### src/rtl/cart_mbc1_pkg.sv
// Shared definitions for the MBC1 cartridge responder: region decode of the
// console address bus and the encoding of the registered read-source select.
package cart_mbc1_pkg;

  // Source that drives dout during the current clk
  typedef enum logic [1:0] {
    RSEL_NONE = 2'd0,
    RSEL_ROM  = 2'd1,
    RSEL_RAM  = 2'd2
  } rsel_t;

  // 8 KB windows selected by a[15:13]
  localparam logic [2:0] WIN_RAM_EN = 3'b000;  // 0000-1FFF
  localparam logic [2:0] WIN_BANK5  = 3'b001;  // 2000-3FFF
  localparam logic [2:0] WIN_BANK2  = 3'b010;  // 4000-5FFF
  localparam logic [2:0] WIN_MODE   = 3'b011;  // 6000-7FFF
  localparam logic [2:0] WIN_CRAM   = 3'b101;  // A000-BFFF

  // Magic nibble that enables cart RAM
  localparam logic [3:0] RAM_EN_KEY = 4'hA;

  // Anything below 8000 is ROM (bank 0 or switchable bank)
  function automatic logic is_rom(input logic [15:0] addr);
    return ~addr[15];
  endfunction

  // A000-BFFF is the cart RAM window
  function automatic logic is_cram(input logic [15:0] addr);
    return addr[15:13] == WIN_CRAM;
  endfunction

endpackage

### src/rtl/cart_mbc1.sv
// MBC1 mapper and ROM/RAM front end sitting at the cartridge connector.
// Decodes console writes into bank registers, maps console addresses onto the
// external synchronous ROM/RAM arrays and returns their data one clk later.
module cart_mbc1
  import cart_mbc1_pkg::*;
#(
  parameter int ROM_ADDR_W = 21,
  parameter int RAM_ADDR_W = 15
) (
  input  logic                  clk,
  input  logic                  rst,
  input  logic [15:0]           a,
  input  logic [7:0]            din,
  output logic [7:0]            dout,
  input  logic                  wr,
  input  logic                  rd,
  input  logic                  cs,
  output logic [ROM_ADDR_W-1:0] rom_addr,
  input  logic [7:0]            rom_q,
  output logic [RAM_ADDR_W-1:0] ram_addr,
  input  logic [7:0]            ram_q,
  output logic                  ram_we,
  output logic [7:0]            ram_wdata
);

  logic        ram_en;
  logic [4:0]  bank5;
  logic [1:0]  bank2;
  logic        mode;
  logic        wr_q;
  rsel_t       rsel;
  rsel_t       rsel_next;
  logic        commit;
  logic [4:0]  bank5_eff;
  logic [1:0]  upper_bank;
  logic [20:0] rom_full;
  logic [14:0] ram_full;

  // Reads are qualified only by address; rd is accepted for bus completeness
  logic unused_rd;
  assign unused_rd = rd;

  // A write commits once on the rising edge of the level-sensitive wr strobe
  assign commit = wr & ~wr_q;

  // Bank 0 cannot be selected in the switchable window; only the full zero test applies
  assign bank5_eff  = (bank5 == 5'd0) ? 5'd1 : bank5;
  assign upper_bank = mode ? bank2 : 2'b00;

  // Combinational address mapping, truncated so small arrays mirror
  always_comb begin
    rom_full = {upper_bank, 5'd0, a[13:0]};
    if (a[14]) begin
      rom_full = {bank2, bank5_eff, a[13:0]};
    end
    ram_full = {upper_bank, a[12:0]};
  end

  assign rom_addr  = rom_full[ROM_ADDR_W-1:0];
  assign ram_addr  = ram_full[RAM_ADDR_W-1:0];
  assign ram_wdata = din;

  // RAM write strobe lasts exactly the commit clk and dies with reset
  assign ram_we = commit & is_cram(a) & ram_en & cs & ~rst;

  // Select which array answers the read that the console samples next clk
  always_comb begin
    rsel_next = RSEL_NONE;
    if (is_rom(a)) begin
      rsel_next = RSEL_ROM;
    end else if (is_cram(a) && cs && ram_en) begin
      rsel_next = RSEL_RAM;
    end
  end

  // Bank registers, wr edge history and the read-source pipeline stage
  always_ff @(posedge clk or posedge rst) begin
    if (rst) begin
      ram_en <= 1'b0;
      bank5  <= 5'd0;
      bank2  <= 2'd0;
      mode   <= 1'b0;
      wr_q   <= 1'b0;
      rsel   <= RSEL_NONE;
    end else begin
      wr_q <= wr;
      rsel <= rsel_next;
      if (commit) begin
        case (a[15:13])
          WIN_RAM_EN: ram_en <= (din[3:0] == RAM_EN_KEY);
          WIN_BANK5:  bank5  <= din[4:0];
          WIN_BANK2:  bank2  <= din[1:0];
          WIN_MODE:   mode   <= din[0];
          default:    ;
        endcase
      end
    end
  end

  // Return data from whichever array was addressed last clk; open bus reads FF
  always_comb begin
    dout = 8'hFF;
    case (rsel)
      RSEL_ROM: dout = rom_q;
      RSEL_RAM: dout = ram_q;
      default:  dout = 8'hFF;
    endcase
  end

endmodule
### config.mk
export PLATFORM = sky130hd
export DESIGN_NAME = cart_mbc1
export DESIGN_NICKNAME = d
export VERILOG_FILES = /design/src/rtl/cart_mbc1_pkg.sv /design/src/rtl/cart_mbc1.sv
export SDC_FILE = /design/constraint.sdc
export NUM_CORES = 1
export LEC_CHECK = 0
export BUFFER_PORTS_ARGS = -buffer_cell sky130_fd_sc_hd__buf_2
export CORE_MARGIN = 2
export CORE_UTILIZATION = 39
export CTS_BUF_LIST = sky130_fd_sc_hd__clkbuf_8
export DETAILED_ROUTE_END_ITERATION = 12
export GPL_ROUTABILITY_DRIVEN = 0
export PLACE_DENSITY = 0.93
export SLEW_MARGIN = 25
export SYNTH_ARGS = -nofsm -noshare
export SYNTH_HDL_FRONTEND = slang
export SYNTH_SLANG_ARGS = --single-unit
### constraint.sdc
create_clock -name clk -period 2.45 [get_ports clk]
set_input_delay 0.3675 -clock clk [delete_from_list [all_inputs] [get_ports clk]]
set_output_delay 0.3675 -clock clk [all_outputs]
set_load 0.01 [all_outputs]
; ---- Word level (Yosys, flattened, before mapping)
; Cells that the tools add are included.
[totals]
regBits = 12
input_bits = 45
elab_cells = 34
[op_classes]
n_eq_ne = 7
mux = 6
n_bitwise = 7
reduce_logical = 8
[op_table]
columns = cell, count
row1 = $mux 21, 1
row2 = $pmux 8 s2, 1
row3 = $reduce_and 2->1, 4
row4 = $eq 3x2->1 const B, 2
row5 = $mux 2, 3
row6 = $and 1x1->1, 5
row7 = $logic_not 5->1, 1
row8 = $mux 5, 1
row9 = $eq 4x4->1 const B, 1
row10 = $eq 3x1->1 const B, 1
row11 = $eq 3x3->1 const B, 1
row12 = $logic_not 3->1, 1
row13 = $eq 2x1->1 const B, 1
row14 = $eq 2x2->1 const B, 1
row15 = $logic_and 1x1->1, 2
row16 = $not 1->1, 2

; ---- Longest topological paths before layout
; Gate-level depths: netlist of the first run.
[depth]
ltp_word = 6
mapped_depth = 4
ltp_nobuf = 3

; ---- Least setup slack after synthesis of the first run
; OpenSTA, ideal clock, no wires.
[synth_path]
kind = flip-flop to output port
startpoint = reg rsel[0]
endpoint = out dout[0]
arrival_time_ps = 1098
path_slack_ps = 985
stages_incl_launch_ff = 5
path_cell_list = dfrtp_1 -> inv_1 -> ha_1 -> buf_1 -> a221o_1
[synth_via]
elab_chain_cells = 2
[synth_lines]
columns = element, line
row1 = start: declaration, cart_mbc1.sv:31  ; rsel_t rsel;
row2 = start signal: assignment, cart_mbc1.sv:87  ; rsel <= rsel_next;
row3 = $eq 2x2->1 / $eq 2x1->1 (equally long branches), cart_mbc1.sv:103  ; case (rsel)
row4 = $pmux 8 s2 *, cart_mbc1.sv:103
row5 = end: declaration, cart_mbc1.sv:14  ; output logic [7:0] dout,
; Mark *: on every way between the ends. The rest lies on a longest branch, timed or not.

; ---- Final worst setup path of the first run
[layout_path]
startpoint = reg rsel[0]
endpoint = out dout[3]
; The elaborated chain is that of the path after synthesis.

==> results of run 1 <==
==> registers in the layout (all words and copies together) (netlist names) <==
name and count:
ram_en 1, mode 1, rsel 2, bank2 2
wr_q 1, bank5 5
==> cells in the mapped netlist (2+ instances only) <==
| cell type | instances | share of area, % |
|---|---|---|
| inv_1 | 4 | 1.6 |
| dfrtp_1 | 12 | 32 |
| buf_4 | 35 | 28 |
| a221o_1 | 8 | 8.5 |
| mux2_2 | 9 | 11 |
| clkbuf_1 | 3 | 1.2 |
| o21a_1 | 3 | 2.4 |
| ha_1 | 2 | 2.6 |
| and2_1 | 6 | 4.0 |
==> worst register-to-register path, stage by stage (launching register included) <==
cell and delay [ps]:
dfrtp_1 390, or3b_4 390, nor3b_2 230, mux2_2 360
==> final cells by class <==
cell class	count	area [sq um]	area share (%)
clock buffers	3	41.3	4.13
inverters	4	15.0	1.50
well taps	28	35.0	3.50
repair buffers	51	255	25.5
multi-input cells	39	354	35.4
flip-flops and latches	12	300	30.0
==> power by group <==
part | switching, mW | total, mW | internal (mW) | leakage (nW)
sequential | 0.0243 | 0.257 | 0.233 | 0.149
clock | 0.0635 | 0.171 | 0.108 | 0.0216
combinational | 0.0721 | 0.162 | 0.0896 | 0.353
==> through the flow <==
stage	hold slack, ps	cell area [sq um]	setup slack [ps]
after CTS	151	1000	622
final	127	1000	633
after global placement	387	960	862
after detailed placement	402	960	831
after floorplan	238	947	985
after global routing	169	1000	571
==> how the worst min path moves through the flow <==
stage	cells past startpoint	start	endpoint	slack [ps]
floorplan	1	rst	bank2[0]	240
global placement	2	rst	rsel[0]	390
detailed placement	2	rst	bank5[2]	400
CTS	2	rst	mode	150
global route	2	rst	rsel[0]	170
finish	2	rst	mode	130
==> kinds of logic after synthesis <==
| kind of cell | count (synthesis) | share of synthesized area [%] |
|---|---|---|
| and+or+nand+nor | 17 | 13.2 |
| buffers and inverters | 43 | 30.9 |
| DFF | 12 | 31.7 |
| AOI/OAI and AO/OA | 11 | 10.8 |
| adders and majority gates | 2 | 2.64 |
| muxes | 9 | 10.7 |
==> metal layers <==
layer | up-vias | share of wire (%) | wire length, microns | global-route usage, %
li1 | 321 | - | - | -
met1 | 307 | 31 | 644 | 12.6
met2 | 64 | 55 | 1130 | 26.5
met3 | 6 | 12 | 246 | 2.26
met4 | 0 | 2.1 | 43 | 10.7
met5 | - | 0 | 0 | 0
==> metrics, run 1 <==
Die Y-Extent=53.3 microns; Layout Cells excl Fill=137; worst path bufs/invs=2; Reg2Reg Setup Slack=970 ps; DRT antenna net count=0; Worst EP arrival=1450 ps; status=completed; max_slew headroom=70.1%; filler cell count=237; Largest stage delay, worst path=380 ps; part of the cycle the worst path needs=74.1%; # resized after CTS=0; n_diodes=0; clock-pin slew on the worst setup and hold paths=50 ps; Post-CTS Setup Bufs=0; DR WL/cell=15.0 microns; kind of cell adding the most delay to the critical path=adder cells; clk sinks=12; area of the die=0.00284 sq mm; Seq cells post-synth=12; Bufs on Longest Clock Path=2; Syn Inst Count=94; First DRT Iteration DRCs=4; Fin Clk Skew=2.15 ps; Core Footprint=0.00225 sq mm; Synth async-reset ratio=100%; sequential share of the synthesized area=31.7%; largest net degree at the start of global routing=14; Inst Count DP=134; Leakage=0.524 nW; Skew-Pair Late Insertion Delay=240 ps; root buf cell=clkbuf_8; vias in the first global route=609; Netlist cell types=21; via count=698; Startpoint Class=flop; placed wire-length estimate=1770 microns; CP Capture Type=output pin; Die X-Extent=53.3 microns; Tmin final=1820 ps; RR Startpoint=wr_q; gr ovfl total=0; slowest CP cell=ha_1; drt total wl=2060 microns; DRT Pass-1 Iters=3; Critical Path RT=2080 ps; Achievable Freq=551 MHz; CTS buffer count=3; most frequent cells in the layout=buf_2, dfrtp_1, mux2_2; fin nets=158; Main synth FF type=dfrtp_1; EDFF count, synth=0; Worst Hold Class=in -> async; syn nets=141; H-tree lvl count=1; Syn Area/Cell=10.1 sq um; max cap viols=0; Syn-to-layout area delta=5.68%; layout cells sized above 1=60.6%; cell area after synthesis=947 sq um; Tot GR Track Use=13.9%; Final Util=44.4%; Max Fanout on Critical Path=8; Setup crit end=dout[3]; Crit Path Class=reg -> out; CTS tree=yes; vias per cell=5.09; Slew Viols, Final=0; Pwr per Cell Area=589 mW/mm^2; Core Rows=17; I/O pin count=98; Final setup viols=0; IO Port Bufs=51; RR Endpoint=bank2[1]; hold_buf cts=0; actual slew at the worst max-slew pin=448 ps; first-pass GRT wire length=2720 microns; Peak VDD IR=0.367 mV; # DRC=0; Syn. warnings=0; Crit. Startpoint=rsel[0]; setup TNS=0 ps; worst-case reg-to-reg path depth=3; Pwr Total=0.590 mW; crit path cell chain=inv_1 > ha_1 > a221o_1 > buf_2; RSZ-0062 raised after global routing=no; initial antenna violation count=0; Initial Util=42.0%; Hold Vio Cnt, Final=0; most common cell after layout, fill and taps aside=buf_2; CP Depth=4
No activity file was read; power rests on OpenSTA's default activity.
==> inputs of run 2 (changes only) <==
Settings changed: CORE_UTILIZATION 39 to 36, PLACE_DENSITY 0.93 to 0.87.
Clock period 2.45 ns to 1.8 ns, I/O delays scaled along.
==> metrics, run 2 (synthesis results as in run 1) <==
status=completed (unchanged); final worst slack=86.8 ps (was 633 ps); H-tree lvl count=1 (unchanged); DR WL/cell=15.4 microns (was 15.0 microns); Pwr per Cell Area=799 mW/mm^2 (was 589 mW/mm^2); Critical Path RT=1530 ps (was 2080 ps); initial antenna violation count=0 (unchanged); clk sinks=12 (unchanged); Internal=0.587 mW (was 0.430 mW); # DRC=0 (unchanged); Achievable Freq=584 MHz; RR Startpoint=wr_q (unchanged); Tmin final=1710 ps; Max Fanout on Critical Path=8 (unchanged); max cap viols=0 (unchanged); layout cells sized above 1=60.9% (was 60.6%); via count=714 (was 698); Initial Util=38.2% (was 42.0%); Startpoint Class=flop (unchanged); drt total wl=2160 microns (was 2060 microns); Tot GR Track Use=14.2% (was 13.9%); CTS buffer count=3 (unchanged); Bufs on Longest Clock Path=2 (unchanged); Fin Clk Skew=1.34 ps (was 2.15 ps); Layout Cells excl Fill=140 (was 137); Leakage=0.529 nW (was 0.524 nW); Peak VDD IR=0.471 mV (was 0.367 mV); RSZ-0062 raised after global routing=no (unchanged); Die Y-Extent=55.3 microns (was 53.3 microns); Die X-Extent=55.3 microns (was 53.3 microns); n_diodes=0 (unchanged); fin nets=159 (was 158); root buf cell=clkbuf_8 (unchanged); most common cell after layout, fill and taps aside=buf_2 (unchanged); RR Endpoint=bank2[0] (was bank2[1]); clock-pin slew on the worst setup and hold paths=50 ps (about the same); First DRT Iteration DRCs=19 (was 4); Syn-to-layout area delta=6.74% (was 5.68%); Regs by FF count=bank5: 5 flops, bank2: 2 flops, rsel: 2 flops (unchanged); Crit. Startpoint=rsel[0] (unchanged); Core Rows=18 (was 17); CP Capture Type=output pin (unchanged); Crit Path Class=reg -> out (unchanged); DRT Pass-1 Iters=3 (unchanged); IO Port Bufs=51 (unchanged); Slew Viols, Final=0 (unchanged); Post-CTS Setup Bufs=0 (unchanged); Largest stage delay, worst path=380 ps (about the same); # resized after CTS=0 (unchanged); Reg2Reg Setup Slack=340 ps (was 970 ps); Final Util=40.8% (was 44.4%); placed wire-length estimate=1850 microns (was 1770 microns); Inst Count DP=137 (was 134); combinational fraction of design power=27.5% (was 27.4%); Worst Hold Class=in -> async (unchanged); slowest CP cell=ha_1 (unchanged); Worst EP arrival=1440 ps (was 1450 ps); most frequent cells in the layout=buf_2, dfrtp_1, mux2_2 (unchanged); gr ovfl total=0 (unchanged); I/O pin count=98 (unchanged); CTS tree=yes (unchanged); first-pass GRT wire length=3480 microns (was 2720 microns); multi-input logic area=354 sq um (unchanged); part of the cycle the worst path needs=95.2%; Hold Vio Cnt, Final=0 (unchanged); vias in the first global route=738 (was 609); area of the die=0.00306 sq mm (was 0.00284 sq mm); Reg with most FFs=bank5 (unchanged); Clk pwr share=29.2% (was 29.0%); DRT antenna net count=0 (unchanged); max_slew headroom=82.1% (was 70.1%); Skew-Pair Late Insertion Delay=240 ps (about the same); worst-case reg-to-reg path depth=3 (unchanged); Final setup viols=0 (unchanged); max reg flops=5 (unchanged); dpl ws=306 ps (was 831 ps); Hold WS=27.4 ps (was 127 ps); sequential share of power=43.3% (was 43.6%); sw frac=27.4% (was 27.1%); actual slew at the worst max-slew pin=269 ps (was 448 ps); setup TNS=0 ps (unchanged); hold_buf cts=0 (unchanged); Core Footprint=0.00248 sq mm (was 0.00225 sq mm); crit path cell chain=inv_1 > ha_1 > a221o_1 > buf_2 (unchanged); Sw Pwr=0.221 mW (was 0.160 mW); filler cell count=264 (was 237); vias per cell=5.10 (was 5.09); Sequential Area=300 sq um (unchanged); largest net degree at the start of global routing=13 (was 14)
-- run 2: cell types whose count changed in the layout (fill, tap and decap cells not counted), sizes merged --
cell	delta
buf	+1
-- run 2: worst max-delay path, delay by kind of cell (launching register included) --
family	cells	cell delay (ps)
compound gates	1	300
fa+ha+maj	1	380
buf+inv	2	190
flops	1	340
-- run 2: area by class of cell --
class                      instances  area share, %
clock buffer                       3           4.08
tap                               30           3.71
multi-input combinational         39           35.0
sequential                        12           29.7
timing repair buffer              52           26.0
inverter                           4           1.49
-- run 2: power groups by stage --
stage	clock [mW]	sequential [mW]	combinational [mW]
global placement	0	0.351	0.217
CTS	0.243	0.352	0.226
finish	0.236	0.350	0.222
floorplan	0	0.342	0.205
global route	0.257	0.359	0.243
detailed placement	0	0.356	0.225
-- run 2: worst max-delay path by stage --
stage	end	slack (ps)	cells after the start
after floorplan	bank2[0]	400	3
after global placement	bank2[0]	310	4
after detailed placement	bank2[0]	310	4
after CTS	dout[6]	70	4
after global routing	dout[6]	4	4
final	dout[6]	90	4
-- run 2: layer usage --
layer / global-route usage [%] / up-vias / share of wire (%)
met1: 13.3 / 306 / 31
met3: 5.39 / 11 / 14
li1: - / 325 / -
met5: 1.79 / - / 0
met4: 8.01 / 0 / 3.2
met2: 25.7 / 72 / 51
-- run 2: through the flow --
stage / cell area, sq um / power [mW]
finish: 1010 / 0.808
global placement: 970 / 0.568
floorplan: 947 / 0.547
CTS: 1010 / 0.820
detailed placement: 970 / 0.581
global route: 1010 / 0.860
==> inputs of run 3 (changes only) <==
==> constraint.sdc (replaced) <==
create_clock -name clk -period 1.8 [get_ports clk]
set_input_delay 0.45 -clock clk [delete_from_list [all_inputs] [get_ports clk]]
set_output_delay 0.45 -clock clk [all_outputs]
set_load 0.01 [all_outputs]
==> metrics, run 3 (synthesis results as in run 1) <==
Internal=0.639 mW (was 0.587 mW); sw frac=26.9% (was 27.4%); Peak VDD IR=0.556 mV (was 0.471 mV); Critical Path RT=1350 ps (was 1530 ps); Core Footprint=0.00248 sq mm (unchanged); clk sinks=12 (unchanged); Die Y-Extent=55.3 microns (unchanged); Die X-Extent=55.3 microns (unchanged); Final setup viols=7 (was 0); Pwr per Cell Area=820 mW/mm^2 (was 799 mW/mm^2); Tot GR Track Use=14.2% (unchanged); Achievable Freq=550 MHz (was 584 MHz); via count=716 (was 714); filler cell count=261 (was 264); Hold Vio Cnt, Final=0 (unchanged); CP Capture Type=output pin (unchanged); RSZ-0062 raised after global routing=yes (was no); Clk pwr share=34.0% (was 29.2%); most common cell after layout, fill and taps aside=buf_2 (unchanged); Hold WS=207 ps (was 27.4 ps); n_diodes=0 (unchanged); Tmin final=1820 ps (was 1710 ps); drt total wl=2210 microns (was 2160 microns); H-tree lvl count=1 (unchanged); First DRT Iteration DRCs=8 (was 19); # DRC=0 (unchanged); DRT Pass-1 Iters=2 (was 3); Post-CTS Setup Bufs=0 (unchanged); CTS tree=yes (unchanged); vias in the first global route=739 (was 738); max cap viols=0 (unchanged); status=finished with violations (was completed); hold_buf cts=0 (unchanged); Syn-to-layout area delta=12.4% (was 6.74%); final worst slack=-17.8 ps (was 86.8 ps); initial antenna violation count=0 (unchanged); Fin Clk Skew=1.14 ps (was 1.34 ps); actual slew at the worst max-slew pin=249 ps (was 269 ps); Sw Pwr=0.235 mW (was 0.221 mW); fin nets=161 (was 159); Pwr Total=0.874 mW (was 0.808 mW); Reg with most FFs=bank5 (unchanged); Slew Viols, Final=0 (unchanged); Regs by FF count=bank5: 5 flops, bank2: 2 flops, rsel: 2 flops (unchanged); I/O pin count=98 (unchanged); first-pass GRT wire length=3460 microns (was 3480 microns); multi-input logic area=379 sq um (was 354 sq um); Crit Path Class=reg -> out (unchanged); part of the cycle the worst path needs=101% (was 95.2%); failing checks=setup timing; Worst EP arrival=1370 ps (was 1440 ps); vias per cell=5.01 (was 5.10); clock-pin slew on the worst setup and hold paths=50 ps (about the same); area of the die=0.00306 sq mm (unchanged); gr ovfl total=0 (unchanged); placed wire-length estimate=1850 microns (about the same); Final Util=43.0% (was 40.8%); Worst Hold Class=in -> async (unchanged); Sequential Area=300 sq um (unchanged); combinational fraction of design power=26.2% (was 27.5%); Inst Count DP=139 (was 137); most frequent cells in the layout=buf_2, dfrtp_1, mux2_2 (unchanged); Skew-Pair Late Insertion Delay=240 ps (about the same); Leakage=0.545 nW (was 0.529 nW); max_slew headroom=83.3% (was 82.1%); DR WL/cell=15.4 microns (about the same); Startpoint Class=flop (unchanged); Layout Cells excl Fill=143 (was 140); max reg flops=5 (unchanged); Bufs on Longest Clock Path=2 (unchanged); CTS buffer count=3 (unchanged); DRT antenna net count=0 (unchanged); root buf cell=clkbuf_8 (unchanged); Initial Util=38.2% (unchanged); layout cells sized above 1=65.5% (was 60.9%); Core Rows=18 (unchanged); Max Fanout on Critical Path=8 (unchanged); largest net degree at the start of global routing=13 (unchanged); IO Port Bufs=51 (unchanged); sequential share of power=39.8% (was 43.3%)
run 3: worst max-delay path, cell delays in order (launching register included):
cell and delay, ps:
dfrtp_1 410, inv_2 80, ha_4 220, a221o_1 270, buf_2 140
run 3: final timing paths:
path	from	to	slack (ps)	cells after the start
max in group asynchronous	rst	bank5[0]	1440	3
min reg2reg	ram_en	ram_en	500	1
min in group clk	wr	wr_q	350	1
max reg2reg	wr_q	bank2[0]	340	3
max	rsel[0]	dout[7]	-20	4
min	rst	wr_q	210	3
run 3: timing repair:
item,in CTS,in global routing
setup endpoints to repair,8,8
pin swaps,1,8
gates resized for setup,6,0
run 3: layout make-up:
class | count | share of cell area, %
multi-input cells | 39 | 35.6
flip-flops and latches | 12 | 28.2
well taps | 30 | 3.53
repair buffers | 54 | 26.1
clock buffers | 4 | 5.17
inverters | 4 | 1.41
run 3: stage by stage:
step           instance area, sq um  setup WS [ps]  TNS [ps]
6_report                       1060          -17.8     -71.5
5_1_grt                        1060          -67.4      -410
4_1_cts                        1060          -23.4      -105
3_5_place_dp                    985            102         0
3_3_place_gp                    985            105         0
2_1_floorplan                   947            252         0
run 3: power by group through the flow:
| stage | sequential, mW | clock [mW] | combinational (mW) |
|---|---|---|---|
| final | 0.348 | 0.297 | 0.229 |
| after global placement | 0.350 | 0 | 0.221 |
| after detailed placement | 0.352 | 0 | 0.227 |
| after floorplan | 0.342 | 0 | 0.205 |
| after CTS | 0.349 | 0.304 | 0.232 |
| after global routing | 0.357 | 0.315 | 0.251 |
run 3: routing by layer:
layer / part of all wire (%) / global-route usage [%] / up-vias
met3: 13 / 5.15 / 9
met2: 52 / 26.0 / 65
met1: 32 / 12.8 / 313
li1: - / - / 329
met4: 2.9 / 9.06 / 0
met5: 0 / 1.79 / -
